[config.mk]
export PLATFORM = sky130hd
export DESIGN_NAME = p2s_rr_scheduler
export DESIGN_NICKNAME = d
export VERILOG_FILES = /design/src/rtl/p2s_rr_scheduler.sv
export SDC_FILE = /design/constraint.sdc
export NUM_CORES = 1
export LEC_CHECK = 0
export CORE_MARGIN = 2
export CORE_UTILIZATION = 47
export DETAILED_ROUTE_END_ITERATION = 8
export GPL_TIMING_DRIVEN = 1
export PLACE_DENSITY = 0.84
export REMOVE_ABC_BUFFERS = 1
export SLEW_MARGIN = 20
export SYNTH_ARGS = -nofsm -noshare
export SYNTH_HDL_FRONTEND = slang
export SYNTH_SLANG_ARGS = --single-unit
[constraint.sdc]
create_clock -name clk -period 4.6 [get_ports clk]
set_clock_uncertainty 0.2 [all_clocks]
set_input_delay 0.92 -clock clk [delete_from_list [all_inputs] [get_ports clk]]
set_output_delay 0.92 -clock clk [all_outputs]
set_load 0.02 [all_outputs]
[src/rtl/p2s_rr_scheduler.sv]
// p2s_rr_scheduler: round-robin arbiter sharing one 4-bit parallel-to-serial
// converter among NUM_REQ requesters. It grants one requester, loads its
// nibble into the converter, waits for the converter to drain, and pulses
// frame_done. If the converter never drains, a watchdog pulses err instead.
//
// Handshake: a requester raises req[i] with its nibble stable on req_data and
// holds both until it sees a one-cycle ack[i]. The nibble is captured on the
// edge that raises ack[i]. Dropping req[i] before ack withdraws the request.
module p2s_rr_scheduler #(
    parameter int NUM_REQ     = 4,
    parameter int TIMEOUT_CYC = 16,
    parameter int ID_W        = 2
) (
    input  logic                 clk,
    input  logic                 rst,
    input  logic                 en,
    input  logic [NUM_REQ-1:0]   req,
    input  logic [4*NUM_REQ-1:0] req_data,
    output logic [NUM_REQ-1:0]   ack,
    output logic                 ser_load,
    output logic [3:0]           ser_p_data,
    input  logic                 ser_empty,
    output logic                 busy,
    output logic [ID_W-1:0]      grant_id,
    output logic                 frame_done,
    output logic                 err,
    output logic [1:0]           dbg_state_o
);

    localparam int CNT_W = (TIMEOUT_CYC > 2) ? $clog2(TIMEOUT_CYC) : 1;

    typedef enum logic [1:0] {
        IDLE  = 2'd0,
        LOAD  = 2'd1,
        SHIFT = 2'd2
    } state_t;

    state_t               state_q, state_d;
    logic [ID_W-1:0]      ptr_q, ptr_d;
    logic [NUM_REQ-1:0]   ack_q, ack_d;
    logic                 load_q, load_d;
    logic [3:0]           pdata_q, pdata_d;
    logic                 busy_q, busy_d;
    logic [ID_W-1:0]      gid_q, gid_d;
    logic                 done_q, done_d;
    logic                 err_q, err_d;
    logic [CNT_W-1:0]     cnt_q, cnt_d;

    logic                 win_found;
    logic [ID_W-1:0]      win_idx;
    logic [ID_W-1:0]      cand;

    // Index base+off wrapped into 0..NUM_REQ-1 (works for non power-of-two NUM_REQ).
    function automatic logic [ID_W-1:0] wrap_idx(input logic [ID_W-1:0] base, input int off);
        int s;
        s = int'(base) + off;
        if (s >= NUM_REQ) begin
            s = s - NUM_REQ;
        end
        return s[ID_W-1:0];
    endfunction

    // Round-robin winner search: first set request starting at ptr.
    always_comb begin
        win_found = 1'b0;
        win_idx   = '0;
        cand      = '0;
        for (int k = 0; k < NUM_REQ; k++) begin
            cand = wrap_idx(ptr_q, k);
            if (!win_found && req[cand]) begin
                win_found = 1'b1;
                win_idx   = cand;
            end
        end
    end

    // Next-state and registered-output logic for the IDLE/LOAD/SHIFT FSM.
    always_comb begin
        state_d = state_q;
        ptr_d   = ptr_q;
        ack_d   = '0;
        load_d  = 1'b0;
        pdata_d = pdata_q;
        busy_d  = busy_q;
        gid_d   = gid_q;
        done_d  = 1'b0;
        err_d   = 1'b0;
        cnt_d   = cnt_q;
        case (state_q)
            IDLE: begin
                if (en && ser_empty && win_found) begin
                    ack_d[win_idx] = 1'b1;
                    load_d         = 1'b1;
                    pdata_d        = req_data[4*win_idx +: 4];
                    gid_d          = win_idx;
                    busy_d         = 1'b1;
                    ptr_d          = wrap_idx(win_idx, 1);
                    state_d        = LOAD;
                end
            end
            LOAD: begin
                // The converter samples ser_load at the end of this cycle.
                cnt_d   = '0;
                state_d = SHIFT;
            end
            SHIFT: begin
                cnt_d = cnt_q + 1'b1;
                // Count 0 is the first SHIFT cycle: empty is still stale there.
                if ((cnt_q != '0) && ser_empty) begin
                    done_d  = 1'b1;
                    busy_d  = 1'b0;
                    state_d = IDLE;
                end else if (cnt_q == CNT_W'(TIMEOUT_CYC - 1)) begin
                    err_d   = 1'b1;
                    busy_d  = 1'b0;
                    state_d = IDLE;
                end
            end
            default: begin
                busy_d  = 1'b0;
                state_d = IDLE;
            end
        endcase
    end

    // State and output registers, cleared asynchronously by rst.
    always_ff @(posedge clk or posedge rst) begin
        if (rst) begin
            state_q <= IDLE;
            ptr_q   <= '0;
            ack_q   <= '0;
            load_q  <= 1'b0;
            pdata_q <= '0;
            busy_q  <= 1'b0;
            gid_q   <= '0;
            done_q  <= 1'b0;
            err_q   <= 1'b0;
            cnt_q   <= '0;
        end else begin
            state_q <= state_d;
            ptr_q   <= ptr_d;
            ack_q   <= ack_d;
            load_q  <= load_d;
            pdata_q <= pdata_d;
            busy_q  <= busy_d;
            gid_q   <= gid_d;
            done_q  <= done_d;
            err_q   <= err_d;
            cnt_q   <= cnt_d;
        end
    end

    assign ack         = ack_q;
    assign ser_load    = load_q;
    assign ser_p_data  = pdata_q;
    assign busy        = busy_q;
    assign grant_id    = gid_q;
    assign frame_done  = done_q;
    assign err         = err_q;
    assign dbg_state_o = state_q;

endmodule

---- Word-level counts from Yosys, hierarchy flattened ----
Index checks and enable logic that the tools add are counted.
W data, S select, Z words.
word-level totals
  register bits ........................... 22
  output and inout bits ................... 16
  input bits .............................. 24
cells by class
  muxes and demuxes ....................... 41
  order comparisons ....................... 11
  reduce and logical (&&, ||, !) cells .... 16
  shifts and indexed selects .............. 1
  bitwise logic cells ..................... 1
  add/subtract/negate cells ............... 10
  equal/unequal tests ..................... 5
operator list
  kind                   number
  $mux W2                12
  $mux W1                19
  $shiftx A16 B5 Y4      1
  $lt A2 B3 Y1 const B   5
  $ge A3 B3 Y1 const B   4
  $sub A2 B1 Y2 const B  5
  $bmux W1 S2            4
  $mux W4                2
  $pmux W4 S2            1
  $logic_and A1 B1 Y1    7
  $add A2 B1 Y3 const B  2
  $add A2 B2 Y3 const B  2
  $pmux W2 S3            1
  $add A4 B1 Y4 const B  1
  $eq A4 B4 Y1 const B   1
  $reduce_and A2 Y1      2
  $reduce_bool A4 Y1     1
  $ge A2 B3 Y1 const B   1
  $logic_not A1 Y1       3
  $ne A3 B3 Y1 const B   1
  $pmux W1 S3            1
  $reduce_and A3 Y1      1
  $demux W1 S2           1
  $eq A2 B1 Y1 const B   1
  6 further kinds        6

---- Depth between registers and ports, before layout ----
Gate-level depths: netlist (run 1).
  depth in word-level cells ............... 20
  mapped depth ............................ 7

---- Worst setup path before layout (run 1) ----
No wires, ideal clock.
  kind .................................... input port to flip-flop
  from .................................... input req[0]
  to ...................................... register pdata_q[0], in the netlist ser_p_data[0]
  arrival ................................. 2.024 ns
  cell stages on the path ................. 7
  required time ........................... 4.262 ns
  setup slack ............................. 2.238 ns
  cells stage by stage .................... and2_1 -> a22o_1 -> a211o_1 -> buf_2 -> buf_4 -> mux2i_1 -> o221ai_1
between the ends
  word-level cells in the longest chain between the ends .. 14
  elaborated cells on any way between the ends .. 25
  those cells by class .................... shift: 1; mux: 16; reduce/logical: 8
ends and longest elaborated chain
  item                                                                  RTL line  text
  start, declared                                                       17        input logic [NUM_REQ-1:0] req,
  parallel branches: the longest is 14 deep, another holds $bmux W1 S2  -
  end signal, assigned                                                  144       pdata_q <= pdata_d;
  end, declared                                                         42        logic [3:0] pdata_q, pdata_d;
Parallel ways; which one is timed is not known. The select of a mux whose other input is x is not followed.
A chain may end at the register's enable or synchronous reset.

---- Worst setup path after layout (run 1) ----
Same ends and word-level chain as after synthesis.

==> flow_metrics.tcl, run 1 <==
set metrics [dict create \
    place_congestion 0.7981 \
    holdCritPathClass "reg -> reg" \
    drc 0 \
    ctsResizeCount 0 \
    h-tree-depth 1 \
    die_y_um 52.54 \
    final_core_util_pct 69.34 \
    max_cap_viol_count 0 \
    setup_tns_ns 0 \
    p_sw_share_pct 39.41 \
    synth.cell_area_sq_um 1107 \
    highest_layer "met4" \
    overflow 0 \
    met2_length_um 1305 \
    worst-r2r-setup-slack_ns 2.54 \
    synthTopCellsByArea "dfrtp_1, mux2i_1, ha_1" \
    grtUsageTotal_pct 20.05 \
    dieArea_sq_um 2760 \
    crit_chain "clkdlybuf4s50_1 -> nor4_1 -> nor2_1 -> nand2_1 -> or2_0 -> o221ai_1" \
    yosysTopAreaCell "dfrtp_1" \
    power.switching_uw 292.3 \
    hold_violations 0 \
    criticalPathCategory "in -> reg" \
    async_flop_share_pct 100.0 \
    drt.antenna.violating_nets 0 \
    drive_gt1_share_pct 2.000 \
    dp_hpwl_um 1938 \
    cts-root-buf "clkbuf_4" \
    wl_per_cell_um 14.06 \
    grt_pass1_wl_um 3981 \
    io_buffer_count 39 \
    fin_crit_sh_pct 59.98 \
    pwr-share-clk_pct 11.3 \
    crit_slowest_cell "clkdlybuf4s50_1" \
    cp.arrival_ns 2.73 \
    worst_slack_ns 1.841 \
    place_ws_ns 1.535 \
    avgViaCountPerCell 5.337 \
    synth_ff_type "dfrtp_1" \
    p_leak_uw 0.0007189 \
    final_max_slew_viol_count 0 \
    synth.top_cell.area_share_pct 49.72 \
    p_int_uw 449.4 \
    final_common_cell "clkdlybuf4s50_1" \
    n_antenna_cell 0 \
    ys_types 31 \
    synth_edf_count 0 \
    grt_pass1_vias 979 \
    antenna_found_initial 0 \
    clockBufferDepth 2 \
    slew_headroom_pct 45.67 \
    firstDrtPassIters 4 \
    tightestPinTransition_ns 0.8141 \
    crit_fanout 12 \
    ioPinCount 40 \
    vdd_drop_max_mv 0.3308 \
    drt-initial-drc-count 21 \
    fmax_mhz 362.4 \
    period_minus_slack_ns 2.759 \
    holdBufCountCts 0 \
    dr_total_vias 950 \
    power.density_nw_per_um2 483.5 \
    yosysWarnings 0 \
    cts_setup_buffers 0 \
    syn_inst 112 \
    end_kind "flip-flop" \
    fin_nets 181 \
    critPathMaxStageDelay_ns 0.46 \
    rsz0062_at_grt "false" \
    die_w_um 52.54 \
    synth.avg_cell_area_sq_um 9.887 \
    status "finished clean" \
    dr_wl_met3_um 108 \
    fp.coreArea_sq_um 2212 \
    numCtsBuffers 3 \
    crit_required_ns 4.57 \
    pwr-share-comb_pct 50.2 \
    cp-start-kind "input pin" \
    insertion_delay_ns 0.30 \
    fp-row-count 17 \
    ys_seq_area_share_pct 49.72 \
    cts_tree "built" \
    ys_seq_elements 22 \
    wl_met1_um 1060 \
    wl_um 2503 \
    layout_common_cells "clkdlybuf4s50_1, dfrtp_1, nand2_1" \
    syn_to_final_growth_pct 38.53 \
    path_clk_slew_ns 0.12 \
    cts.sinks 22 \
    start_util_pct 50.06 \
    p_seq_share_pct 38.5 \
    setup_viol 0 \
    grt_max_degree 23 \
]
[logic make-up after synthesis]
group                    synth area share (%)
AO/OA/AOI/OAI                           16.38
XOR/XNOR                               0.7911
adder cells (fa/ha/maj)                 5.650
buffers and inverters                   5.650
flip-flops                              49.72
multiplexers                            8.136
AND/OR/NAND/NOR                         13.67
[registers in the layout, summed over array words and instances (netlist names)]
name,cells
ack,4
cnt_q,4
ser_p_data,4
dbg_state_o,2
grant_id,2
ptr_q,2
busy,1
err,1
frame_done,1
ser_load,1
[routing by layer]
layer / vias to the layer above / GRT usage [%]
met5: - / 0
met3: 4 / 4.000
met1: 453 / 25.00
li1: 466 / -
met4: 0 / 6.838
met2: 27 / 34.38
[critical path: cells and delay by family]
| family | cells | cell delay (ns) |
|---|---|---|
| AO/OA/AOI/OAI | 1 | 0.19 |
| buffers and inverters | 1 | 0.46 |
| AND/OR/NAND/NOR | 4 | 1.16 |
[path summary, 6_finish.rpt]
check	from	cells after the start	end
setup / recovery	req[0]	6	ser_p_data[0]
hold / removal	grant_id[0]	2	grant_id[0]
setup reg to reg	ptr_q[1]	5	ser_p_data[0]
hold reg to reg	grant_id[0]	2	grant_id[0]
max in group asynchronous	rst	2	busy
min in group asynchronous	rst	2	ser_p_data[1]
[per-stage QoR]
stage	cells	hold WS, ns	total power (uW)	cell area [sq um]
final	178	0.3038	741.7	1534
after global routing	178	0.3371	794.0	1534
after CTS	178	0.3132	743.9	1534
after detailed placement	175	0.2825	660.4	1511
after global placement	175	0.2909	639.7	1511
after floorplan	108	0.3194	506.5	1086
[synthesized netlist by cell type (all sizes together), types with 2 or more instances]
master	instances
o21ai	9
a31oi	2
a21oi	6
buf	3
nor2b	2
nor2	6
nand2	12
inv	11
mux2i	9
ha	5
dfrtp	22
nand3	4
o221ai	4
nand2b	2
[power by group through the flow]
stage                     registers, uW  clock network (uW)  logic, uW
final                               286                83.8        372
after global placement              286                   0        353
after floorplan                     330                   0        177
after global routing                293                93.4        408
after CTS                           285                84.2        374
after detailed placement            288                   0        372
[area by class of cell]
type | instances | area, sq um
Fill cell | 168 | 678.2
Inverter | 11 | 41.29
Clock buffer | 3 | 22.52
Tap cell | 28 | 35.03
Sequential cell | 22 | 550.5
Multi-Input combinational cell | 75 | 494.2
Timing Repair Buffer | 39 | 390.4
(Power assumes the default switching activity.)
==> run 2, diff against run 1 <==
CORE_UTILIZATION = 43   (was 47)
PLACE_DENSITY = 0.77   (was 0.84)
clock period = 2.7 ns   (was 4.6 ns; I/O delays follow)
==> flow_metrics.tcl, run 2 (same netlist as run 1, synthesis figures left out) <==
set metrics [dict create \
    status "finished clean" \
    final_max_slew_viol_count 0 \
    h-tree-depth 1 \
    overflow 0 \
    crit_chain "clkdlybuf4s50_1 -> nor2b_1 -> o21a_1 -> a311o_1 -> or2_0 -> o221ai_1" \
    tightestPinTransition_ns 0.5748 \
    cp.arrival_ns 2.34 \
    holdBufCountCts 0 \
    use_met2_pct 30.56 \
    hold_violations 0 \
    holdCritPathClass "reg -> reg" \
    grt_pass1_wl_um 3774 \
    wl_um 2320 \
    max_cap_viol_count 0 \
    start_util_pct 45.11 \
    criticalPathCategory "in -> reg" \
    wl_per_cell_um 12.68 \
    slew_headroom_pct 61.68 \
    die_y_um 54.75 \
    io_buffer_count 39 \
    grt_max_degree 23 \
    grtUsageTotal_pct 17.51 \
    fp-row-count 18 \
    crit_slowest_cell "clkdlybuf4s50_1" \
    vdd_drop_max_mv 0.5524 \
    cts_tree "built" \
    clockBufferDepth 2 \
    cts.sinks 22 \
    drc 0 \
    antenna_found_initial 0 \
    fin_nets 183 \
    drt.antenna.violating_nets 0 \
    worst_slack_ns 0.3864 \
    fmax_mhz 432.2 \
    dr_total_vias 951 \
    place_congestion 0.7509 \
    fin_crit_sh_pct 85.69 \
    use_met1_pct 21.06 \
    crit_required_ns 2.73 \
    regArea_sq_um 550.5 \
    nFillCells 196 \
    period_minus_slack_ns 2.314 \
    firstDrtPassIters 4 \
    p_leak_uw 0.0007422 \
    final_common_cell "clkdlybuf4s50_1" \
    avgViaCountPerCell 5.197 \
    gr-max-usage-layer "met2" \
    ctsResizeCount 0 \
    cts-root-buf "clkbuf_4" \
    rsz0062_at_grt "false" \
    syn_to_final_growth_pct 42.83 \
    ioPinCount 40 \
    dp_hpwl_um 1810 \
    die_w_um 54.75 \
    drt-initial-drc-count 15 \
    multi_input_area_sq_um 494.2 \
    dieArea_sq_um 2997 \
    cts_setup_buffers 0 \
    end_kind "flip-flop" \
    n_antenna_cell 0 \
    setup_viol 0 \
    insertion_delay_ns 0.30 \
    setup_tns_ns 0 \
    cp-start-kind "input pin" \
    grt_pass1_vias 885 \
    numCtsBuffers 3 \
    critPathTopFamily "compound AO/OA/AOI/OAI gates" \
    grt_use_met3_pct 5.191 \
    worst-path-buf-inv 1 \
    fp.coreArea_sq_um 2455 \
    path_clk_slew_ns 0.12 \
    power.density_nw_per_um2 855.9 \
    critPathMaxStageDelay_ns 0.54 \
    layout_common_cells "clkdlybuf4s50_1, dfrtp_1, nand2_1" \
    drive_gt1_share_pct 3.922 \
    place_ws_ns 0.06993 \
    crit_fanout 8 \
    finalPower_uw 1354 \
]
==> run 2: worst paths after layout <==
kind | start | to | slack [ns] | depth (start not counted)
min in group asynchronous | rst | ack[3] | 0.34 | 3
max reg2reg | ptr_q[1] | ser_p_data[2] | 0.63 | 5
min | ser_p_data[0] | ser_p_data[0] | 0.31 | 2
min reg2reg | ser_p_data[0] | ser_p_data[0] | 0.31 | 2
max | req[3] | ser_p_data[2] | 0.39 | 6
max in group asynchronous | rst | ptr_q[0] | 1.73 | 3
==> run 2: through the flow <==
step	cell area, sq um	utilization [%]	std cells	hold WS [ns]
after floorplan	1086	-	108	0.3194
after global placement	1529	62.28	179	0.2791
after detailed placement	1529	62.28	179	0.2807
after CTS	1582	64.42	183	0.3117
after global routing	1582	64.42	183	0.3356
final	1582	64.42	183	0.3065
==> run 2: tightest hold or removal path: stages (launching register included) <==
cell	delay (ns)
dfrtp_1	0.37
nand2_1	0.05
o221ai_1	0.06
==> run 2: area by class of cell <==
cell class | count | share of cell area, %
timing repair buffer | 41 | 25.63
multi-input combinational | 75 | 31.25
inverter | 11 | 2.611
sequential | 22 | 34.81
tap | 30 | 2.373
clock buffer | 3 | 1.424
clock inverter | 1 | 1.899
==> run 2: power by group <==
part | total (uW) | internal (uW) | switching, uW
Clock | 252 | 150 | 102
Combinational | 619 | 295 | 324
Sequential | 482 | 420 | 62.1
==> run 2: metal layers <==
metal  wire (um)  vias to the layer above
met5           0                        -
met4           0                        0
met3         131                        0
met2        1222                       29
met1         965                      448
li1            -                      474
==> run 3, diff against run 2 <==
SLEW_MARGIN = unset   (was 20)
==> results of run 3 <==
Same layout as run 2: the final DEF is identical, and so are final timing and power.
